--- config.mk ---
export PLATFORM = sky130hd
export DESIGN_NAME = bist_ctrl
export DESIGN_NICKNAME = d
export VERILOG_FILES = /design/src/rtl/bist_pkg.sv /design/src/rtl/bist_patcnt.sv /design/src/rtl/bist_ctrl.sv
export SDC_FILE = /design/constraint.sdc
export NUM_CORES = 1
export LEC_CHECK = 0
export ABC_AREA = 1
export CAP_MARGIN = 15
export CORE_AREA = 8 8 45 47
export CTS_CLUSTER_DIAMETER = 40
export DETAILED_ROUTE_END_ITERATION = 8
export DIE_AREA = 0 0 53 55
export PLACE_DENSITY_LB_ADDON = 0.12
export SLEW_MARGIN = 0
export SYNTH_ARGS = -nofsm -noshare
export SYNTH_HDL_FRONTEND = slang
export SYNTH_SLANG_ARGS = --single-unit
--- constraint.sdc ---
create_clock -name clk -period 2.8 [get_ports clk]
set_clock_uncertainty 0.15 [all_clocks]
set_input_delay 0.42 -clock clk [delete_from_list [all_inputs] [get_ports clk]]
set_output_delay 0.42 -clock clk [all_outputs]
set_load 0.01 [all_outputs]
--- src/rtl/bist_pkg.sv ---
// Shared BIST controller definitions: FSM state encoding, default signature
// width and golden signature, and counter widths.
package bist_pkg;

    typedef enum logic [2:0] {
        S_IDLE = 3'd0,
        S_INIT = 3'd1,
        S_RUN  = 3'd2,
        S_CAPT = 3'd3,
        S_COMP = 3'd4
    } state_t;

    localparam int SIG_W_DEF = 4;
    localparam logic [SIG_W_DEF-1:0] GOLDEN_SIG_DEF = 4'b0101;

    localparam int CNT_W  = 3;
    localparam int FCNT_W = 4;

endpackage

--- src/rtl/bist_patcnt.sv ---
// Pattern counter for a BIST session; tc flags the final pattern cycle so the
// controller can leave RUN on that edge.
module bist_patcnt
    import bist_pkg::*;
#(
    parameter int NPAT = 7
)(
    input  logic             clk,
    input  logic             reset,
    input  logic             clr,
    input  logic             en,
    output logic [CNT_W-1:0] cnt,
    output logic             tc
);

    localparam logic [CNT_W-1:0] LAST = CNT_W'(NPAT - 1);

    always_ff @(posedge clk) begin
        if (reset || clr) begin
            cnt <= '0;
        end else if (en) begin
            cnt <= cnt + CNT_W'(1);
        end
    end

    assign tc = (cnt == LAST);

endmodule

--- src/rtl/bist_ctrl.sv ---
// BIST session controller: INIT clears, RUN applies NPAT patterns, CAPT lets the
// signature settle, COMP issues the verdict. Optional macro: BIST_FAIL_COUNT_EN.
module bist_ctrl
    import bist_pkg::*;
#(
    parameter int                NPAT       = 7,
    parameter int                SIG_W      = SIG_W_DEF,
    parameter logic [SIG_W-1:0]  GOLDEN_SIG = GOLDEN_SIG_DEF
)(
    input  logic              clk,
    input  logic              reset,
    input  logic              start,
    input  logic              abort,
    input  logic [SIG_W-1:0]  sig_in,
    output logic              tst_en,
    output logic              tst_clr,
    output logic              busy,
    output logic              done,
    output logic              pass,
    output logic              fail,
    output logic [CNT_W-1:0]  pat_cnt,
    output logic [FCNT_W-1:0] fail_cnt
);

    state_t state_q;
    state_t state_d;
    logic   launch;
    logic   verdict;
    logic   match;
    logic   last_pat;

    assign launch  = (state_q == S_IDLE) && start && !abort;
    assign verdict = (state_q == S_COMP) && !abort;
    assign match   = (sig_in == GOLDEN_SIG);

    bist_patcnt #(.NPAT(NPAT)) u_patcnt (
        .clk   (clk),
        .reset (reset),
        .clr   (launch),
        .en    ((state_q == S_RUN) && !abort),
        .cnt   (pat_cnt),
        .tc    (last_pat)
    );

    always_ff @(posedge clk) begin
        if (reset) begin
            state_q <= S_IDLE;
        end else begin
            state_q <= state_d;
        end
    end

    always_comb begin
        state_d = state_q;
        busy    = (state_q != S_IDLE);
        tst_en  = (state_q == S_RUN);
        tst_clr = (state_q == S_INIT);
        case (state_q)
            S_IDLE:  if (launch) state_d = S_INIT;
            S_INIT:  state_d = abort ? S_IDLE : S_RUN;
            S_RUN:   begin
                if (abort) begin
                    state_d = S_IDLE;
                end else if (last_pat) begin
                    state_d = S_CAPT;
                end
            end
            S_CAPT:  state_d = abort ? S_IDLE : S_COMP;
            S_COMP:  state_d = S_IDLE;
            default: state_d = S_IDLE;
        endcase
    end

    // Verdict is cleared at launch so an aborted session leaves pass=fail=0.
    always_ff @(posedge clk) begin
        if (reset) begin
            done <= 1'b0;
            pass <= 1'b0;
            fail <= 1'b0;
        end else begin
            done <= 1'b0;
            if (launch) begin
                pass <= 1'b0;
                fail <= 1'b0;
            end else if (verdict) begin
                pass <= match;
                fail <= !match;
                done <= 1'b1;
            end
        end
    end

`ifdef BIST_FAIL_COUNT_EN
    logic [FCNT_W-1:0] fail_q;

    always_ff @(posedge clk) begin
        if (reset) begin
            fail_q <= '0;
        end else if (verdict && !match && (fail_q != {FCNT_W{1'b1}})) begin
            fail_q <= fail_q + FCNT_W'(1);
        end
    end

    assign fail_cnt = fail_q;
`else
    assign fail_cnt = '0;
`endif

endmodule

---- Word level (Yosys, flattened, before mapping) ----
Cells that the tools add are included.
word-level totals
  input bits .............................. 8
  output and inout port bits .............. 13
  word-level logic and storage cells ...... 32
  bits in registers ....................... 9
cells by class
  reduce and logical (&&, ||, !) cells .... 11
  add/subtract/negate cells ............... 1
  muxes and demuxes ....................... 7
  equal/unequal tests ..................... 8
operators by type and width
  cell                                                             number
  3-bit 2-to-1 mux                                                 4
  3-bit one-hot mux with 4 select lines                            1
  3-bit by 2-bit == test with 1-bit output, second input constant  2
  3-bit == test, second input constant                             2
  4-bit by 3-bit == test with 1-bit output, second input constant  1
  1-bit logical AND                                                4
  3-bit by 1-bit adder with 3-bit output, second input constant    1
  3-bit by 1-bit == test with 1-bit output, second input constant  1
  3-bit zero test                                                  1
  3-bit by 2-bit != test with 1-bit output, second input constant  1
  3-bit nonzero test                                               1
  1-bit zero test                                                  2
  2-bit 2-to-1 mux                                                 1
  2-bit by 1-bit != test with 1-bit output, second input constant  1
  2-bit AND reduction                                              1
  2-bit OR reduction                                               1
  1-bit logical OR                                                 1
  1-bit 2-to-1 mux                                                 1

---- Longest topological paths before layout ----
  depth in word-level cells ............... 5
  depth in mapped cells ................... 6
  gate-level depth less buffers ........... 6

---- Cells and area by module ----
Synthesis repeated with hierarchy kept, for this count alone.
unflattened totals
  cell total of the unflattened synthesis .. 84
  area, all modules ....................... 516.7 sq um
by module, submodules not included
  module       cells an instance  area an instance (sq um)  instances  sequential area each (sq um)
  bist_ctrl    61                 359.1                     1          120.1
  bist_patcnt  23                 157.7                     1          60.1

---- Worst setup path before layout ----
No wires, ideal clock.
  kind .................................... register to output
  start ................................... register state_q[0]
  end ..................................... output tst_clr
  arrival ................................. 0.715 ns
  stages on the path, launching flop included .. 3
  buffers on the path ..................... 0
  required time ........................... 2.230 ns
  slack ................................... 1.515 ns
  path through ............................ dfxtp_1 > inv_1 > nor3_1
between the ends
  cells in the longest elaborated chain, start to end .. 1
ends and longest elaborated chain
  element                                   RTL line         text
  from (decl)                               bist_ctrl.sv:25  state_t state_q;
  from (signal assigned)                    bist_ctrl.sv:49  state_q <= state_d;
  3-bit by 1-bit == test with 1-bit output  bist_ctrl.sv:57  tst_clr = (state_q == S_INIT);
  to (decl)                                 bist_ctrl.sv:16  output logic tst_clr,
No other way between the ends.

---- Final worst setup path ----
Ends and elaborated chain as after synthesis.

==> flow_summary.yaml <==
die:
  rows: 14
  die_h_um: 55
  die_width_um: 53
  dieArea_mm2: 0.00292
  core_area_mm2: 0.00138
  initial_core_util_pct: 36.2
  pin_count: 21
cts:
  cts.clk_slew.worst_paths_ns: 0.06
  cts_tree: "yes"
  cts_buffer_depth: 2
  ctsResizeCount: 0
  cts_max_level: 1
  cts_hold_buf: 0
  cts_made_buffers: 3
  cts_setup_buffers: 0
  cts-root-buf: "clkbuf_4"
  clk_latency_ns: 0.26
  clock_sinks: 9
global_route:
  grt-ovfl-total: 0
  track_usage_pct: 9.04
  antenna_found_initial: 0
  grt_pass1_wl_um: 1960
  grt_pass1_vias: 462
  grt_max_degree: 6
routing:
  viasPerCell: 4.39
  drt_first_iter_violations: 11
  wire_per_inst_um: 9.96
  drc: 0
  first_pass_iters: 4
  ant_nets: 0
  wl_um: 1140
  num_vias: 501
placement:
  dp_hpwl_um: 936
  port_buffers: 16
  placedInstanceArea_um2: 662
  place.gp.congestion: 0.888
sta:
  tns_ns: 0
  max_freq_mhz: 487
  timing.final.max_slew_violations: 0
  setup_viol_count_final: 0
  rsz0062_at_grt: "false"
  finalHoldViolCount: 0
  fin_crit_sh_pct: 73.4
  min_period_ns: 2.05
final_layout:
  fillers: 143
  fin_nets: 109
  drive_above_1_share_pct: 7.14
  layout_common_cells: "25 x nand2_1, 16 x clkdlybuf4s50_1, 13 x inv_1"
  n_antenna_cell: 0
  final_area_um2: 688
  area_delta_synth_final_pct: 37.5
  final_common_cell: "nand2_1"
logic_synthesis:
  yosysSeqAreaShare_pct: 36.0
  synth_cell_type_count: 15
  synthCells: 79
  syn_area_um2: 500
  synth.avg_cell_area_um2: 6.34
  synth_seq_cells: 9
  synth.yosys.warnings: 0
critical_path:
  critPathBufInv: 2
  slowest_stage: "clkdlybuf4s50_1"
  r2r_slack_ns: 1.59
  worst_setup_path_start_kind: "flop"
  max_stage_delay_ns: 0.58
  cp_cell_sequence: "inv_1 > nor3_1 > clkdlybuf4s50_1"
  cp-end-kind: "primary output"
  crit_type: "flop to primary output"
  worstPathRequired_ns: 2.23
  critPathTopFamily: "buffers and inverters"
  critPathMaxFanout: 4
  arrival_ns: 1.48
hold_path:
  hold_path.class: "flop to flop"
run:
  drv_cap: 0
power:
  power_density_mw_per_mm2: 412
  p_leak_nw: 0.308
  vdd_drop_max_uv: 258
outcome:
  outcome: "finished clean"
-- metal layers --
layer	vias to the layer above	global-route usage (%)	routed length [µm]
li1	269	-	-
met1	218	10.1	494
met2	12	13.9	536
met3	2	4.28	93
met4	0	5.17	11
met5	-	0	0
-- flip-flops by register name, summed over array words and instances (netlist names) --
| name | count |
|---|---|
| u_patcnt.cnt | 3 |
| fail | 1 |
| done | 1 |
| pass | 1 |
| state_q | 3 |
-- Yosys cell counts --
library cell / n / area share [%]
nor4_1: 1 / 1.3
ha_1: 2 / 5.0
inv_1: 13 / 9.8
nand2_2: 1 / 1.3
nand2_1: 25 / 19
dfxtp_1: 9 / 36
nor2_1: 10 / 7.5
nor2_2: 2 / 2.5
nor3_1: 1 / 1.0
conb_1: 1 / 0.75
inv_2: 1 / 0.75
a21oi_1: 5 / 5.0
nand3_1: 3 / 3.0
buf_4: 4 / 6.0
nand3b_1: 1 / 1.5
-- area by class of cell --
cell class                      count  area, µm²  area share, %
Clock buffer                        4       26.3           3.82
Timing Repair Buffer               16        160           23.3
Inverter                           14       52.6           7.64
Tap cell                           16       20.0           2.91
Multi-Input combinational cell     55        249           36.2
Sequential cell                     9        180           26.2
-- kinds of logic (layout without fill, tap and decap cells) --
kind of cell	count (synthesis)	after routing	synth area share, %
buffers and inverters	18	34	16.5
AOI/OAI and AO/OA	5	5	5.00
and+or+nand+nor	44	44	36.8
other	1	4	0.749
DFF	9	9	36.0
adders and majority gates	2	2	5.00
-- worst paths after layout --
kind                endpoint            start  depth (start not counted)
max reg2reg  u_patcnt.cnt[1]  u_patcnt.cnt[0]                          4
min                     fail             fail                          2
min reg2reg             fail             fail                          2
max                  tst_clr       state_q[0]                          3
-- power breakdown --
group	switching, mW	internal, mW
registers	0.00270	0.131
clock network	0.0457	0.0549
logic	0.0261	0.0233
total	0.0746	0.209
-- per-stage QoR --
step / utilization (%) / worst slack [ns] / power [mW] / instances / hold slack (ns)
floorplan: - / 1.51 / 0.165 / 82 / 0.332
global placement: 47.8 / 1.05 / 0.185 / 110 / 0.321
detailed placement: 47.8 / 1.03 / 0.186 / 110 / 0.309
CTS: 49.7 / 0.743 / 0.287 / 114 / 0.321
global route: 49.7 / 0.651 / 0.302 / 114 / 0.351
finish: 49.7 / 0.746 / 0.283 / 114 / 0.315
-- worst min-delay path: cells and delay by family, from the launching register on --
family	cells	cell delay (ns)
DFF	1	0.31
AOI/OAI and AO/OA	1	0.05
and+or+nand+nor	1	0.06
No activity file was read; power rests on OpenSTA's default activity.
